### config.mk
export PLATFORM = sky130hd
export DESIGN_NAME = pwm_generator
export DESIGN_NICKNAME = d
export VERILOG_FILES = /design/src/rtl/pwm_generator.sv
export SDC_FILE = /design/constraint.sdc
export NUM_CORES = 1
export LEC_CHECK = 0
export ABC_AREA = 1
export ABC_CLOCK_PERIOD_IN_PS = 2800
export CAP_MARGIN = 30
export CORE_ASPECT_RATIO = 2
export CORE_MARGIN = 2
export CORE_UTILIZATION = 60
export CTS_BUF_LIST = sky130_fd_sc_hd__clkbuf_8 sky130_fd_sc_hd__clkbuf_16
export DETAILED_ROUTE_END_ITERATION = 12
export DONT_BUFFER_PORTS = 1
export GPL_TIMING_DRIVEN = 0
export PLACE_DENSITY_LB_ADDON = 0.05
export SYNTH_ARGS = -nofsm -noshare
export SYNTH_HDL_FRONTEND = slang
export SYNTH_SLANG_ARGS = --single-unit
### constraint.sdc
create_clock -name clock_i -period 2.8 [get_ports clock_i]
set_clock_uncertainty 0.2 [all_clocks]
set_input_delay 0.56 -clock clock_i [delete_from_list [all_inputs] [get_ports clock_i]]
set_output_delay 0.56 -clock clock_i [all_outputs]
set_load 0.01 [all_outputs]
### src/rtl/pwm_generator.sv
// Fixed-period PWM transmitter with a double-buffered duty register.
// New duty values are taken through a valid/ready handshake and applied only at a period boundary.
module pwm_generator #(
  parameter int PERIOD_CYCLES = 2000,
  parameter int DEFAULT_DUTY  = 1500,
  localparam int DW           = $clog2(PERIOD_CYCLES + 1)
) (
  input  logic          clock_i,
  input  logic          reset_i,
  input  logic          enable_i,
  input  logic [DW-1:0] duty_i,
  input  logic          duty_valid_i,
  output logic          duty_ready_o,
  output logic          pwm_o,
  output logic          period_start_o
);

  localparam logic [DW-1:0] PERIOD_DW  = DW'(PERIOD_CYCLES);
  localparam logic [DW-1:0] LAST_CNT   = DW'(PERIOD_CYCLES - 1);
  localparam logic [DW-1:0] DEFAULT_DW =
    DW'((DEFAULT_DUTY > PERIOD_CYCLES) ? PERIOD_CYCLES : DEFAULT_DUTY);

  logic [DW-1:0] cnt;
  logic [DW-1:0] cnt_inc;
  logic [DW-1:0] active_duty;
  logic [DW-1:0] pending;
  logic [DW-1:0] duty_clamped;
  logic [DW-1:0] next_duty;
  logic          pending_full;
  logic          running;
  logic          boundary;
  logic          accept;

  assign duty_ready_o = !pending_full;
  assign accept       = duty_valid_i && !pending_full;
  assign duty_clamped = (duty_i > PERIOD_DW) ? PERIOD_DW : duty_i;
  assign boundary     = !running || (cnt == LAST_CNT);
  assign next_duty    = pending_full ? pending : active_duty;
  assign cnt_inc      = cnt + DW'(1);

  // Accepts and boundary loads never collide: one needs pending empty, the other pending full.
  always_ff @(posedge clock_i or posedge reset_i) begin
    if (reset_i) begin
      cnt            <= '0;
      running        <= 1'b0;
      active_duty    <= DEFAULT_DW;
      pending        <= '0;
      pending_full   <= 1'b0;
      pwm_o          <= 1'b0;
      period_start_o <= 1'b0;
    end else begin
      if (accept) begin
        pending      <= duty_clamped;
        pending_full <= 1'b1;
      end
      if (enable_i) begin
        if (boundary) begin
          cnt            <= '0;
          running        <= 1'b1;
          period_start_o <= 1'b1;
          pwm_o          <= (next_duty != '0);
          if (pending_full) begin
            active_duty  <= pending;
            pending_full <= 1'b0;
          end
        end else begin
          cnt            <= cnt_inc;
          period_start_o <= 1'b0;
          pwm_o          <= (cnt_inc < active_duty);
        end
      end else begin
        cnt            <= '0;
        running        <= 1'b0;
        pwm_o          <= 1'b0;
        period_start_o <= 1'b0;
      end
    end
  end

endmodule

# After elaboration in Yosys (flattened, before gate mapping)
# Cells that the tools add are included.
[totals] ff_bits=37 latchBits=0 mem_bits_rw=0 rom_bits=0 inputBits=15 out_inout_bits=3 wordCells=32 mem_count=0
[classes] add_sub_neg=1 n_mul=0 div=0 order_cmp=2 eq_ne=2 shift=0 muxes=14 bitwise_logic=0 n_reduce_logical=6
[ops] operator="$mux 11" n=4
[ops] operator="$add 11x1->11 const B" n=1
[ops] operator="$eq 11x11->1 const B" n=1
[ops] operator="$gt 11x11->1 const B" n=1
[ops] operator="$lt 11x11->1" n=1
[ops] operator="$reduce_bool 11->1" n=1
[ops] operator="$mux 1" n=10
[ops] operator="$logic_not 1->1" n=2
[ops] operator="$ne 2x1->1 const B" n=1
[ops] operator="$reduce_and 2->1" n=1
[ops] operator="$logic_and 1x1->1" n=1
[ops] operator="$logic_or 1x1->1" n=1

# Depth between registers and ports, before layout
[logic_depth] depth_word=6 ltp_mapped=16 ltp_nobuf=16

# Least setup slack after synthesis
# OpenSTA, ideal clock, no wires.
[synth_timing] kind="flip-flop to flip-flop" startpoint="reg cnt[0]" endpoint="reg pwm_o" setup_ns=0.117 arrival_ns=1.808 required_time_ns=2.483 path_slack_ns=0.674 path_stages_with_launch=15 n_path_buf=0 synth_period_minus_slack_ns=2.126 path_cell_list="dfrtp_1 > ha_1 > nand2_2 > nor2_8 > a21o_1 > nand2_1 > inv_1 > ha_1 > nand2_1 > nor2_1 > nand2_1 > nor2_1 > nand2_1 > nand3_1 > nand2_1"
[synth_between] elab_chain_len=4 word_cells_on_any_way=6 cone_classes="1 x add/sub; 1 x order compare; 1 x eq/ne; 2 x mux; 1 x reduce/logical"
[synth_rtl] item="start, declared" line="23" source="logic [DW-1:0] cnt;"
[synth_rtl] item="start signal, assigned" line="67" source="cnt <= cnt_inc;"
[synth_rtl] item="$add 11x1->11 or $eq 11x11->1 (tied branches)" line="39, 37"
[synth_rtl] item="$lt 11x11->1 or $logic_or 1x1->1 (tied branches)" line="69, 37"
[synth_rtl] item="$mux 1 (*)" line="57" source="if (boundary) begin"
[synth_rtl] item="$mux 1 (*)" line="56" source="if (enable_i) begin"
[synth_rtl] item="end signal, assigned" line="61" source="pwm_o <= (next_duty != '0);"
[synth_rtl] item="end signal, assigned" line="69" source="pwm_o <= (cnt_inc < active_duty);"
[synth_rtl] item="end, declared" line="14" source="output logic pwm_o,"
# Mark *: on every way between the ends. The rest lies on a longest branch, timed or not.
# A chain may end at the register's enable or synchronous reset.

# Final worst setup path
# Ends and elaborated chain as after synthesis.

==> flow_summary_export.csv <==
group,metric,value,unit
logic_synthesis,postSynthAreaPerCell,7.99,sq um
power,vdd_drop_max,0.000512,V
place,routabilityCongestion,0.780,
sta,finalSetupViolations,0,
logic_synthesis,syn_area,2200,sq um
drt,viasPerCell,4.99,
floorplanning,fp.dieH,89.7,um
floorplanning,coreArea,3570,sq um
setup_path,cpPeakStageDelay,0.41,ns
logic_synthesis,yosysWarningCount,0,
finish,layout_commonest_cell,"nand2_1",
finish,num-fill-cells,348,
power,p_per_area,679,nW/um^2
logic_synthesis,synth-seq-area-share,42.4,%
clock_tree,htree_levels,2,
global_routing,grt_max_degree,21,
setup_path,start_kind,"flip-flop",
floorplanning,rows,31,
clock_tree,numCtsBuffers,5,
setup_path,path_cells,"ha_1 > nand2_2 > nor2_8 > nand4_1 > nand2_1 > inv_1 > ha_1 > nand2_1 > nor2_1 > nand2_1 > nor2_1 > nand2_1 > nand3_1 > nand2_1",
drt,drtAntennaViolNets,0,
logic_synthesis,syn_nets,302,
setup_path,crit_buf_inv,1,
sta,rsz0062_at_grt,"false",
floorplanning,die-width,46.9,um
clock_tree,clock_path_buffers,2,
clock_tree,path_clk_slew,0.07,ns
finish,area_growth,8.12,%
setup_path,cp_top_family,"simple AND/OR/NAND/NOR gates",
logic_synthesis,synth.distinct_cells,31,
drt,via_count,1667,
logic_synthesis,syn_inst,276,
floorplanning,ioPinCount,18,
sta,slew_viol_final,0,
finish,antennaDiodeCount,0,
setup_path,cpMostUsedCell,"nand2_1",
global_routing,grt_first_pass_wirelength,7070,um
place,portBuffers,0,
sta,slew_headroom,44.9,%
floorplanning,initial_core_util,61.8,%
sta,hold_viol,0,
clock_tree,numClockSinks,37,
clock_tree,post-cts-setup-buffer-count,0,
setup_path,path_max_fanout,6,
global_routing,antenna_found_initial,0,
drt,routed_wl,3930,um
sta,tightestPinTransition,0.825,ns
min_path,hold_path.class,"input pin to async pin",
drt,post_drt_wl_per_cell,11.8,um
drt,drtIter0Drc,26,
clock_tree,cts_root_buffer,"clkbuf_8",
sta,max_freq,0.426,GHz
floorplanning,die-area,4200,sq um
global_routing,grt_pass1_vias,1739,
clock_tree,clk-insertion-delay-late,0.29,ns
flow_run,drv_cap,0,
power,p_leak,1.28,nW
global_routing,overflow,0,
clock_tree,cts_resized,0,
place,dp_hpwl,3170,um
logic_synthesis,synth-seq-cells,37,
setup_path,slowest_stage,"dfrtp_1",
setup_path,setup.worst_path.class,"flip-flop to flip-flop",
finish,drive_gt1_share,23.2,%
setup_path,cp.required,2.78,ns
clock_tree,cts_hold_buffers,0,
sta,fin_setup_tns,0,ns
sta,fin_crit,2.35,ns
finish,final_cell_mix,"82 x nand2_1, 41 x inv_1, 30 x dfrtp_1, 17 x nor2_1, 12 x o21ai_2",
sta,fin_crit_sh,83.8,%
outcome,status,"completed",
sta,whs,0.118,ns
drt,drc,0,
setup_path,cp-end-kind,"flip-flop",
drt,drtPass1Iterations,2,
finish,layout.nets,310,
clock_tree,cts_tree,"done",
global_routing,grt_use_total,23.0,%
setup_path,worstPathArrival,2.33,ns
## through the flow
stage,utilization [%],cells,area (sq um),power [mW],setup slack (ns)
2_1_floorplan,-,276,2200,1.15,0.674
3_5_place_dp,64.3,326,2290,1.25,0.446
6_report,66.8,334,2380,1.62,0.455
4_1_cts,66.8,334,2380,1.63,0.418
5_1_grt,66.8,334,2380,1.75,0.167
3_3_place_gp,63.5,325,2270,1.24,0.468
## path summary, 6_finish.rpt
| path | from | endpoint | slack [ns] | cells past startpoint |
|---|---|---|---|---|
| max | cnt[0] | pwm_o | 0.45 | 14 |
| min | reset_i | pending[0] | 0.12 | 1 |
| max reg2reg | cnt[0] | pwm_o | 0.45 | 14 |
| min reg2reg | active_duty[3] | active_duty[3] | 0.27 | 2 |
| max in group asynchronous | reset_i | active_duty[10] | 1.63 | 2 |
| min in group clock_i | enable_i | running | 0.17 | 1 |
## routing by layer
| layer | track usage (%) | wire length [um] |
|---|---|---|
| met5 | 0 | 0 |
| met4 | 13.0 | 193 |
| met3 | 4.22 | 136 |
| met2 | 40.3 | 2180 |
| met1 | 23.0 | 1420 |
## power by group
part	internal, mW	leakage [nW]	switching [mW]
Combinational	0.189	0.772	0.306
Sequential	0.676	0.458	0.0712
Clock	0.193	0.0538	0.182
## cell type report
type | instances | area [sq um] | share of cell area [%]
multi-input combinational | 187 | 1040 | 43.8
sequential | 37 | 935 | 39.2
clock inverter | 2 | 7.51 | 0.315
clock buffer | 6 | 82.6 | 3.46
buffer | 7 | 57.6 | 2.41
tap | 49 | 61.3 | 2.57
timing repair buffer | 1 | 27.5 | 1.15
inverter | 45 | 169 | 7.09
## kinds of logic (layout without fill, tap and decap cells)
family	after synthesis	count (layout)	share of synthesized area (%)
adder cells (fa/ha/maj)	11	11	6.24
XOR/XNOR	3	3	1.19
AO/OA/AOI/OAI	31	31	9.76
buffers and inverters	52	61	10.3
AND/OR/NAND/NOR	142	142	30.1
flip-flops	37	37	42.4
## synth_stat cells
| cell type | n | area [sq um] |
|---|---|---|
| and3_1 | 1 | 6.26 |
| nor3_1 | 1 | 5.00 |
| nand2_1 | 82 | 308 |
| nor2_2 | 11 | 68.8 |
| clkbuf_1 | 1 | 3.75 |
| o21ai_2 | 12 | 105 |
| nor2_8 | 1 | 20.0 |
| o21ai_1 | 5 | 25.0 |
| inv_2 | 6 | 22.5 |
| a21oi_1 | 4 | 20.0 |
| o22ai_1 | 1 | 6.26 |
| nor2_1 | 17 | 63.8 |
| a21oi_2 | 1 | 8.76 |
| nand4_1 | 3 | 18.8 |
| nand3_1 | 11 | 55.1 |
| buf_2 | 1 | 5.00 |
| nor3_2 | 1 | 10.0 |
| nand3_4 | 1 | 17.5 |
| dfrtp_1 | 30 | 751 |
| nand2_2 | 11 | 68.8 |
| dfstp_2 | 7 | 184 |
| a21boi_0 | 1 | 7.51 |
| xor2_1 | 3 | 26.3 |
| buf_6 | 3 | 33.8 |
| a21o_1 | 1 | 7.51 |
| buf_4 | 2 | 15.0 |
| inv_1 | 39 | 146 |
| nand2_4 | 2 | 22.5 |
| ha_1 | 11 | 138 |
| o21ai_0 | 4 | 20.0 |
| o21bai_1 | 2 | 15.0 |
## state kept, by name (all words and copies together), names as in the netlist
register and flops:
pending_full 1, cnt 11, active_duty 11, running 1, period_start_o 1, pwm_o 1, pending 11
(Power assumes the default switching activity.)
